`src/rtl/simon_game_core.sv`:
```
// Simon memory-game controller: replays an LFSR-generated key sequence on LEDs, then
// checks the player's presses round by round, with timeout, multi-key loss and a win state.
module simon_game_core #(
  parameter int NUM_KEYS      = 4,
  parameter int MAX_ROUNDS    = 99,
  parameter int SCORE_W       = 8,
  parameter int SHOW_TICKS    = 32,
  parameter int GAP_TICKS     = 8,
  parameter int TIMEOUT_TICKS = 4095
) (
  input  logic                clk,
  input  logic                rst,
  input  logic                tick,
  input  logic [NUM_KEYS-1:0] keys,
  output logic [NUM_KEYS-1:0] key_leds,
  output logic                play_led,
  output logic [SCORE_W-1:0]  round,
  output logic [SCORE_W-1:0]  high_score,
  output logic                game_over,
  output logic                win
);

  localparam int KW    = (NUM_KEYS > 1) ? $clog2(NUM_KEYS) : 1;
  localparam int TMAX1 = (SHOW_TICKS > GAP_TICKS) ? SHOW_TICKS : GAP_TICKS;
  localparam int TMAX  = (TMAX1 > TIMEOUT_TICKS) ? TMAX1 : TIMEOUT_TICKS;
  localparam int TW    = $clog2(TMAX + 1);

  typedef enum logic [2:0] {IDLE, SHOW_ON, SHOW_GAP, PLAY, LOST, WIN} state_t;

  state_t              state, state_nx;
  logic [15:0]         lfsr, lfsr_nx, seed, seed_nx, ctr;
  logic [SCORE_W-1:0]  round_q, round_nx, idx, idx_nx, hs_nx;
  logic [TW-1:0]       tcnt, tcnt_nx;
  logic [NUM_KEYS-1:0] keys_q;
  logic                press, valid;
  logic [KW-1:0]       kidx, elem;

  // x^16+x^14+x^13+x^11+1, right-shifting Fibonacci form
  function automatic logic [15:0] lfsr_step(input logic [15:0] l);
    logic fb;
    fb = l[0] ^ l[2] ^ l[3] ^ l[5];
    return {fb, l[15:1]};
  endfunction

  function automatic logic [SCORE_W-1:0] best(input logic [SCORE_W-1:0] a,
                                              input logic [SCORE_W-1:0] b);
    return (a > b) ? a : b;
  endfunction

  function automatic logic [NUM_KEYS-1:0] onehot(input logic [KW-1:0] i);
    return NUM_KEYS'(1) << i;
  endfunction

  assign press = (keys != '0) && (keys_q == '0);
  assign valid = (keys != '0) && ((keys & (keys - NUM_KEYS'(1))) == '0);
  assign elem  = lfsr[KW-1:0];

  always_comb begin
    kidx = '0;
    for (int i = 0; i < NUM_KEYS; i++)
      if (keys[i]) kidx = KW'(i);
  end

  always_comb begin
    state_nx = state;
    lfsr_nx  = lfsr;
    seed_nx  = seed;
    round_nx = round_q;
    idx_nx   = idx;
    tcnt_nx  = tcnt;
    hs_nx    = high_score;
    case (state)
      IDLE, LOST, WIN: begin
        if (press) begin
          seed_nx  = ctr | 16'h1;
          lfsr_nx  = ctr | 16'h1;
          round_nx = SCORE_W'(1);
          idx_nx   = '0;
          state_nx = SHOW_ON;
        end
      end
      SHOW_ON: begin
        if (tick) begin
          if (tcnt == TW'(SHOW_TICKS - 1)) state_nx = SHOW_GAP;
          else                             tcnt_nx  = tcnt + TW'(1);
        end
      end
      SHOW_GAP: begin
        if (tick) begin
          if (tcnt == TW'(GAP_TICKS - 1)) begin
            if (idx + SCORE_W'(1) == round_q) begin
              lfsr_nx  = seed;
              idx_nx   = '0;
              state_nx = PLAY;
            end else begin
              lfsr_nx  = lfsr_step(lfsr);
              idx_nx   = idx + SCORE_W'(1);
              state_nx = SHOW_ON;
            end
          end else begin
            tcnt_nx = tcnt + TW'(1);
          end
        end
      end
      PLAY: begin
        // a press outranks a simultaneous tick, so it can never time out
        if (press) begin
          tcnt_nx = '0;
          if (!valid || kidx != elem) begin
            state_nx = LOST;
          end else if (idx + SCORE_W'(1) < round_q) begin
            idx_nx  = idx + SCORE_W'(1);
            lfsr_nx = lfsr_step(lfsr);
          end else if (round_q == SCORE_W'(MAX_ROUNDS)) begin
            state_nx = WIN;
          end else begin
            round_nx = round_q + SCORE_W'(1);
            lfsr_nx  = seed;
            idx_nx   = '0;
            state_nx = SHOW_ON;
          end
        end else if (tick) begin
          if (tcnt == TW'(TIMEOUT_TICKS - 1)) state_nx = LOST;
          else                                tcnt_nx  = tcnt + TW'(1);
        end
      end
      default: state_nx = IDLE;
    endcase
    if (state_nx != state) tcnt_nx = '0;
    if (state_nx == LOST && state != LOST) hs_nx = best(high_score, round_q - SCORE_W'(1));
    if (state_nx == WIN && state != WIN)   hs_nx = best(high_score, round_q);
  end

  always_ff @(posedge clk) begin
    if (rst) begin
      state      <= IDLE;
      lfsr       <= 16'hACE1;
      seed       <= 16'h0;
      ctr        <= 16'h0;
      round_q    <= '0;
      idx        <= '0;
      tcnt       <= '0;
      high_score <= '0;
      keys_q     <= '0;
    end else begin
      state      <= state_nx;
      lfsr       <= lfsr_nx;
      seed       <= seed_nx;
      ctr        <= ctr + 16'h1;
      round_q    <= round_nx;
      idx        <= idx_nx;
      tcnt       <= tcnt_nx;
      high_score <= hs_nx;
      keys_q     <= keys;
    end
  end

  always_comb begin
    key_leds = '0;
    if (state == SHOW_ON)   key_leds = onehot(elem);
    else if (state == PLAY) key_leds = keys;
  end

  assign play_led  = (state == PLAY);
  assign round     = round_q;
  assign game_over = (state == LOST);
  assign win       = (state == WIN);

endmodule
```
`config.mk`:
```
export PLATFORM = sky130hd
export DESIGN_NAME = simon_game_core
export DESIGN_NICKNAME = d
export VERILOG_FILES = /design/src/rtl/simon_game_core.sv
export SDC_FILE = /design/constraint.sdc
export NUM_CORES = 1
export LEC_CHECK = 0
export CAP_MARGIN = 20
export CORE_AREA = 2 2 135 137
export DETAILED_ROUTE_END_ITERATION = 10
export DIE_AREA = 0 0 137 139
export GPL_TIMING_DRIVEN = 0
export PLACE_DENSITY = 0.44
export SLEW_MARGIN = 20
export SYNTH_ARGS = -nofsm -noshare
export SYNTH_HDL_FRONTEND = slang
export SYNTH_SLANG_ARGS = --single-unit
```
`constraint.sdc`:
```
create_clock -name clk -period 8.3 [get_ports clk]
set_clock_uncertainty 0.05 [all_clocks]
set_input_delay 0.83 -clock clk [delete_from_list [all_inputs] [get_ports clk]]
set_output_delay 0.83 -clock clk [all_outputs]
set_load 0.05 [all_outputs]
```
# After elaboration in Yosys (flattened, before gate mapping)
# Cells that the tools add are included.
dict set report classes {
  addsub 6
  order_cmp 3
  n_eq_ne 31
  shifts 1
  n_mux 54
  n_bitwise 4
  reduce_logical 21
}
# cell n
set ops {}
lappend ops {{two-way mux 8 bit} 17}
lappend ops {{two-way mux 16 bit} 8}
lappend ops {{two-way mux 12 bit} 7}
lappend ops {{one-hot mux 16 bit (3 select lines)} 1}
lappend ops {{one-hot mux 12 bit (3 select lines)} 1}
lappend ops {{two-way mux 3 bit} 11}
lappend ops {{one-hot mux 8 bit (3 select lines)} 1}
lappend ops {{!= test 2 bit (second input constant)} 10}
lappend ops {{adder 16 x 1 -> 16 bit (second input constant)} 1}
lappend ops {{adder 8 x 1 -> 8 bit (second input constant)} 2}
lappend ops {{> comparator 8 bit} 2}
lappend ops {{one-hot mux 8 bit (2 select lines)} 1}
lappend ops {{AND reduction 7 bit} 2}
lappend ops {{adder 12 x 1 -> 12 bit (second input constant)} 1}
lappend ops {{equality test 12 bit (second input constant)} 1}
lappend ops {{equality test 12 x 3 -> 1 bit (second input constant)} 1}
lappend ops {{equality test 12 x 5 -> 1 bit (second input constant)} 1}
lappend ops {{equality test 3 bit (second input constant)} 4}
lappend ops {{!= test 3 bit (second input constant)} 4}
lappend ops {{one-hot mux 3 bit (4 select lines)} 1}
lappend ops {{equality test 8 x 7 -> 1 bit (second input constant)} 1}
lappend ops {{equality test 8 bit} 1}
lappend ops {{zero test 4 bit} 2}
lappend ops {{less-than comparator 8 bit} 1}
lappend ops {{26 further kinds} 38}
dict set report totals {
  reg_bits 91
  inputBits 7
  output_inout_bits 23
}

# Depth between registers and ports, before layout
# Gate-level depths: netlist (run 1).
dict set report logic_depth {
  depth_word 13
  ltp_mapped 13
  mapped_depth_nobuf 12
}

# Worst setup path after synthesis (run 1)
# Ideal clock, no wire load.
dict set report synth_timing {
  kind {reg-to-reg}
  startpoint {register idx[0]}
  endpoint {register round_q[7], in the netlist round[7]}
  arrival_time_ps 3079
  required_ps 8127
  path_slack_ps 5048
  stages_incl_launch_ff 12
  path_buffers 0
  path_cell_list {dfxtp_1 nand3_1 nor3_1 nand3_1 xnor2_1 ha_1 inv_1 o21ai_0 o21ai_2 a2111oi_2 nor2b_1 mux2_1}
}
dict set report synth_between {
  elab_chain_cells 4
}
# item line_no
set synth_rtl {}
lappend synth_rtl {{from (decl)} 32} ;# logic [SCORE_W-1:0] round_q, round_nx, idx, idx_nx, hs_nx;
lappend synth_rtl {{from (signal assigned)} 151} ;# idx <= idx_nx;
lappend synth_rtl {{adder 8 x 1 -> 8 bit} 111} ;# end else if (idx + SCORE_W'(1) < round_q) begin
lappend synth_rtl {{less-than comparator 8 bit} 111}
lappend synth_rtl {{!= test 2 bit (no source line)} -}
lappend synth_rtl {{AND reduction 6 bit (no source line)} -}
lappend synth_rtl {{to (signal assigned)} 150} ;# round_q <= round_nx;
lappend synth_rtl {{to (decl)} 32}
# No other way between the ends.
# A chain may end at the register's enable or synchronous reset.

# Worst setup path after layout (run 1)
dict set report layout_timing {
  startpoint {register idx[0]}
  endpoint {register lfsr[14]}
}
dict set report layout_between {
  elab_chain_cells 6
}
# item line_no
set layout_rtl {}
lappend layout_rtl {{adder 8 x 1 -> 8 bit (*)} {91, 111}}
lappend layout_rtl {{less-than comparator 8 bit or equality test 8 bit (tied branches)} {111, 91}}
lappend layout_rtl {{two-way mux 16 bit, on equally long branches} {111, 91}}
lappend layout_rtl {{two-way mux 16 bit, on equally long branches} {109, 90}}
lappend layout_rtl {{two-way mux 16 bit, on equally long branches} {107, 89}}
lappend layout_rtl {{one-hot mux 16 bit (3 select lines)} 72} ;# case (state)
lappend layout_rtl {{to (signal assigned)} 147} ;# lfsr <= lfsr_nx;
lappend layout_rtl {{to (decl)} 31} ;# logic [15:0] lfsr, lfsr_nx, seed, seed_nx, ctr;
# Every way passes the cells marked *; elsewhere a longest branch is shown, timed or not. The select of a mux whose other input is x is not followed.

==> metrics.md, run 1 <==
| Metric | Value |
|---|---|
| Most frequent cell on the critical path | nand3_1 |
| CP startpoint kind | flip-flop |
| Drt first pass iters | 5 |
| Worst slew pin tran | 1060 ps |
| Number of buffers created by CTS | 9 |
| Leading area contributor after synthesis | dfxtp_1 |
| Hold buffers post-CTS | 0 |
| Chip Width | 137 um |
| Clk Latency, worst-skew pair | 350 ps |
| Max-slew headroom at the worst pin | 28.9% |
| Drt initial violations | 309 |
| Count of cell types in the netlist | 78 |
| Cell area after synthesis | 5170 sq um |
| Aggregate global routing overflow | 0 |
| Type of the worst setup path | flip-flop to flip-flop |
| Delay-heaviest family, CP | compound AO/OA/AOI/OAI gates |
| Initial Utilization | 29.3% |
| Root Buffer | clkbuf_16 |
| Highest Clock Rate | 232 MHz |
| WHS Path Cells | 1 |
| Nets in the synthesized netlist | 644 |
| Number of buffers added for setup after CTS | 0 |
| Die outline area | 19000 sq um |
| Most frequently used cell type in the post-synthesis netlist | dfxtp_1 |
| Final routed DRC violation total | 0 |
| Number of H-tree levels | 3 |
| Max Fanout on Critical Path | 10 |
| Worst reg2reg path endpoint | lfsr[14]$_SDFFE_PP0P_ |
| CTS tree | built |
| Setup repair after global routing missed its margin | no |
| TritonCTS Sinks | 91 |
| RR Startpoint | idx[0]$_SDFFE_PP0P_ |
| WL/cell | 17.7 um |
| Vias in the first global route | 4670 |
| Power per cell area | 170 nW/um^2 |
| Slowest cell on the critical path | o21ai_0 |
| Global router's overall resource usage | 16.6% |
| Initial antenna violation count | 0 |
| Area share of the largest cell type after synthesis | 35.3% |
| Std cell rows | 49 |
| Via density | 5.38 |
| Die Height | 139 um |
| Run status | completed |
| Max stage delay on crit path | 690 ps |
| Final Util | 34.4% |
| Max-cap violation count | 0 |
| Pin count of the biggest net entering global routing | 17 |
| Startpoint of the worst hold path | ctr[0]$_SDFF_PP0_ |
| Min-Delay Path Class | flip-flop to flip-flop |
| Cells along the critical path | nand3_1 -> nor3_1 -> nand3_1 -> xnor2_1 -> ha_1 -> inv_1 -> o21ai_0 -> nor2_1 -> o21bai_1 -> clkbuf_1 -> a222oi_1 -> a211oi_1 |
| Setup slack, reg-to-reg | 3990 ps |
| Share of layout cells above drive strength 1 | 6.90% |
| DP Worst Slack | 4070 ps |
| N_diodes | 0 |
| Seq/Total Area, Yosys | 35.3% |
| Final-layout setup total negative slack | 0 ps |
| Number of nets in the layout | 684 |
| Hold Violations, Final | 0 |
| Fill cells | 1854 |
| Worst path setup slack after routing | 3990 ps |
| Worst Setup End Kind | flip-flop |
| Synthesis warning total | 0 |
| Leak pwr | 2.11 nW |
| Core ar. | 17700 sq um |
| Port-buffer cells | 29 |
| Post-synthesis to final-layout area growth | 17.6% |
| Post-synthesis average cell area | 8.51 sq um |
| Commonest register cell after synthesis | dfxtp_1 |
| Setup violation total in the final timing report | 0 |
| Detailed placement HPWL | 11.5 mm |
| Via count | 4737 |
| DRT Wirelength | 15.6 mm |
| Number of cells on the worst reg-to-reg path | 12 |
| Worst min-delay path endpoint | ctr[0]$_SDFF_PP0_ |
| Worst path bufs/invs | 2 |
| Final period utilization | 51.9% |
| Cell Count, Final, Fillers Out | 881 |
| Worst vdd ir | 0.0000978 V |
| Wire length of the first global-routing pass | 24.9 mm |
| CTS-repair resized insts | 0 |
| Clock slew seen by the registers of the worst setup and hold paths | 70 ps |
| Post-synthesis instance total | 607 |
| Required time worst endpoint | 8510 ps |
| Flip-flop and latch count after synthesis | 91 |
| Max-slew violation count | 0 |
| Number of flops mapped to enable cells by yosys | 0 |
| Leading cell types by total area after synthesis | dfxtp_1, ha_1, a21oi_1, nor2_1, nand2_1 |
| Top cells by instance count after synthesis | dfxtp_1, nor2_1, nand2_1, a21oi_1, ha_1 |
| Minimum clock period | 4310 ps |
| Share of flip-flops with an asynchronous set or reset | 0% |
| Number of primary I/O pins | 30 |
| Placed instance count | 865 |
| Clk buf depth | 2 |
| Data arrival at the endpoint of the critical path | 4510 ps |
| Gp weighted congestion | 0.869 |
| Number of nets with antenna violations after routing | 0 |
## per-layer routing
layer	share of wire [%]	up-vias	global-route usage (%)
met3	4.0	22	3.47
li1	-	2329	-
met1	46	2279	21.1
met2	48	107	27.8
met5	0	-	0
met4	2.0	0	5.70
## kinds of logic after synthesis
logic type,count (synthesis),share of synthesized area [%]
and+or+nand+nor,234,23.3
AOI/OAI and AO/OA,149,21.7
DFF,91,35.3
buffers and inverters,56,4.46
xor gates and xnor gates,45,7.63
adders and majority gates,30,7.27
muxes,2,0.412
## placed cells by master, fill, tap and decap left out, drive strengths merged, types with 15 or more instances in the layout
master,n
nand3,21
nand2,56
nand4,21
ha,30
clkdlybuf4s50,29
nor2,63
a21oi,50
nor3,18
dfxtp,91
inv,28
clkbuf,33
a222oi,15
xnor2,21
a211oi,18
xor2,24
## power by group
group	internal (mW)	leakage, nW	switching [mW]	total [mW]
combinational	0.0391	1.21	0.0712	0.110
clock	0.276	0.165	0.191	0.467
sequential	0.448	0.738	0.00816	0.456
## cell type report
type | count | area (sq um) | share of cell area (%)
multi-input cells | 460 | 3110 | 51.3
repair buffers | 29 | 290 | 4.78
well taps | 229 | 287 | 4.72
clock buffers | 10 | 239 | 3.93
clock inverters | 6 | 93.8 | 1.54
flip-flops and latches | 91 | 1820 | 30.0
inverters | 27 | 101 | 1.67
plain buffers | 29 | 129 | 2.12
## worst max path at each step
stage                       endpoint  depth (start not counted)                 from
5_1_grt        lfsr[14]$_SDFFE_PP0P_                         12  idx[0]$_SDFFE_PP0P_
3_5_place_dp   lfsr[12]$_SDFFE_PP0P_                         12  idx[0]$_SDFFE_PP0P_
3_3_place_gp   lfsr[12]$_SDFFE_PP0P_                         12  idx[0]$_SDFFE_PP0P_
2_1_floorplan  round[7]$_SDFFE_PP0P_                         11  idx[0]$_SDFFE_PP0P_
4_1_cts        lfsr[14]$_SDFFE_PP0P_                         12  idx[0]$_SDFFE_PP0P_
6_report       lfsr[14]$_SDFFE_PP0P_                         12  idx[0]$_SDFFE_PP0P_
## sequential cells by signal (all words and copies together) (netlist names)
name        flops
keys_q          4
high_score      8
state           3
round           8
seed           16
lfsr           16
idx             8
tcnt           12
ctr            16
## through the flow
step	cell area (sq um)	hold slack [ps]	total power, mW
floorplan	5170	363	0.540
global placement	5740	377	0.575
detailed placement	5740	392	0.576
CTS	6080	409	1.05
global route	6080	425	1.07
finish	6080	400	1.03
No activity file was read; power rests on OpenSTA's default activity.
==> run 2: changes to the inputs <==
PLACE_DENSITY = 0.46   (was 0.44)
clock period = 3.8 ns   (was 8.3 ns; I/O delays follow)
==> run 2 against run 1 <==
Power rose by 120%. Worst setup slack got worse by 3700 ps. First-iteration DRC count increased by 42%. Wire length shrank 3.0%. Non-clock buffer count did not move. Final cell count did not move. Worst hold slack worse by 4.2 ps. Die area unchanged. Flip-flop and latch count did not move. Register-to-register slack got worse by 3700 ps. Via count is 1.1% higher. Critical path depth unchanged. Critical endpoint is now idx[0]$_SDFFE_PP0P_. Largest cell class unchanged. Largest power group unchanged. Highest routed layer unchanged.
==> metrics.md, run 2 (synthesis results as in run 1) <==
| Metric | Value |
|---|---|
| Final total power | 2.25 mW |
| Hold Violations, Final | 0 |
| Min-Delay Path Class | flip-flop to flip-flop |
| Leading cell type in the layout, fill and taps excluded | dfxtp_1 |
| Drt first pass iters | 6 |
| Final period utilization | 92.0% |
| Setup repair after global routing missed its margin | no |
| Core ar. | 17700 sq um |
| Worst Setup End Kind | flip-flop |
| Leak pwr | 2.15 nW |
| Setup slack, reg-to-reg | 310 ps |
| Cell Count, Final, Fillers Out | 881 |
| Int Pwr | 1.65 mW |
| Number of H-tree levels | 3 |
| Setup violation total in the final timing report | 0 |
| N_diodes | 0 |
| Run status | completed |
| Worst path setup slack after routing | 305 ps |
| Aggregate global routing overflow | 0 |
| Detailed placement HPWL | 11.1 mm |
| Number of nets with antenna violations after routing | 0 |
| Required time worst endpoint | 4010 ps |
| Highest Clock Rate | 286 MHz |
| Drt initial violations | 439 |
| Port-buffer cells | 29 |
| Max-slew headroom at the worst pin | 49.6% |
| Area used by sequential logic in the layout | 1820 sq um |
| CTS tree | built |
| Placed instance count | 865 |
| Worst slew pin tran | 750 ps |
| Minimum clock period | 3490 ps |
| Number of primary I/O pins | 30 |
| Clock slew seen by the registers of the worst setup and hold paths | 70 ps |
| Multi-input logic area | 3140 sq um |
| CP startpoint kind | flip-flop |
| Final Util | 34.6% |
| Final routed DRC violation total | 0 |
| Std cell rows | 49 |
| Sequential share of power | 44.2% |
| Switching power of the nets | 0.601 mW |
| Pin count of the biggest net entering global routing | 18 |
| Share of layout cells above drive strength 1 | 8.44% |
| Gp weighted congestion | 0.839 |
| Root Buffer | clkbuf_16 |
| Type of the worst setup path | flip-flop to flip-flop |
| DP Worst Slack | -421 ps |
| Initial antenna violation count | 0 |
| WL/cell | 17.1 um |
| Die Height | 139 um |
| Vias in the first global route | 4590 |
| Max-slew violation count | 0 |
| Via density | 5.43 |
| Power per cell area | 369 nW/um^2 |
| DRT Wirelength | 15.1 mm |
| Post-synthesis to final-layout area growth | 18.3% |
| Fraction of power consumed by the clock network | 45.1% |
| Die outline area | 19000 sq um |
| Biggest regs | ctr: 16 flops, lfsr: 16 flops, seed: 16 flops |
| Number of buffers created by CTS | 9 |
| Data arrival at the endpoint of the critical path | 3710 ps |
| Worst vdd ir | 0.000233 V |
| Number of buffers added for setup after CTS | 0 |
| Portion of total power attributed to combinational logic | 10.7% |
| Highest-count cells in the layout ignoring fill and taps | dfxtp_1, nor2_1, nand2_1, a21oi_1, ha_1 |
| Chip Width | 137 um |
| Clk buf depth | 2 |
| Initial Utilization | 29.3% |
| Clk Latency, worst-skew pair | 360 ps |
| Global router's overall resource usage | 16.2% |
| Hold buffers post-CTS | 0 |
| Number of nets in the layout | 684 |
| Max Fanout on Critical Path | 10 |
| Fill cells | 1843 |
| Switch share | 26.7% |
| Via count | 4787 |
| TritonCTS Sinks | 91 |
| Wire length of the first global-routing pass | 24.3 mm |
| Final-layout setup total negative slack | 0 ps |
| Max-cap violation count | 0 |
-- run 2: changes by cell type in the layout (fill, tap and decap cells not counted), moves of 2 or more --
cell,change
nor3_1,-2
buf_2,+2
clkbuf_1,-4
clkinvlp_4,+2
clkbuf_2,+2
-- run 2: per-layer routing --
layer,wire [um],global-route usage (%),vias up
li1,-,-,2345
met1,7070,21.9,2287
met2,7070,25.7,132
met3,635,3.03,23
met4,325,5.86,0
met5,0,0,-
-- run 2: worst max-delay path, cell delays in order, from the launching register on --
cell and delay, ps:
dfxtp_1 410, nand3_1 230, nor3_4 270, nand3_1 140
xnor2_1 240, ha_1 300, a41oi_1 250, o21ai_2 160
nor2_1 230, o2bb2ai_1 320, buf_2 320, nand3_1 230
o31ai_1 240
-- run 2: power groups by stage --
stage,clock [mW],combinational (mW),sequential (mW)
after floorplan,0,0.164,1.02
after global placement,0,0.236,1.02
after detailed placement,0,0.238,1.02
after CTS,1.04,0.241,0.996
after global routing,1.07,0.264,0.999
final,1.02,0.240,0.996
-- run 2: stage by stage --
step	instance area, sq um	hold WS [ps]
after floorplan	5170	363
after CTS	6100	393
final	6110	396
after detailed placement	5740	380
after global placement	5740	377
after global routing	6110	429
-- run 2: path summary, 6_finish.rpt --
| kind | cells after the start | start | endpoint |
|---|---|---|---|
| hold reg to reg | 1 | ctr[0]$_SDFF_PP0_ | ctr[0]$_SDFF_PP0_ |
| hold / removal | 1 | ctr[0]$_SDFF_PP0_ | ctr[0]$_SDFF_PP0_ |
| setup reg to reg | 12 | idx[0]$_SDFFE_PP0P_ | idx[0]$_SDFFE_PP0P_ |
| setup / recovery | 12 | idx[0]$_SDFFE_PP0P_ | idx[0]$_SDFFE_PP0P_ |
-- run 2: area by class of cell --
type,count,area share [%]
buffer,29,2.19
clock buffer,9,3.69
clock inverter,7,1.74
inverter,27,1.66
multi-input combinational,460,51.5
sequential,91,29.8
tap,229,4.69
timing repair buffer,29,4.75
-- run 2: what timing repair did --
| item | CTS | global route |
|---|---|---|
| setup endpoints to repair | 25 | 25 |
| pin swaps | 0 | 0 |
| resized for setup | 8 | 8 |
==> run 3: changes to the inputs <==
HOLD_SLACK_MARGIN = 0.08   (was default)
SKIP_LAST_GASP = 1   (was default)
==> results of run 3 <==
Final layout, timing and power as in run 2 (identical DEF).
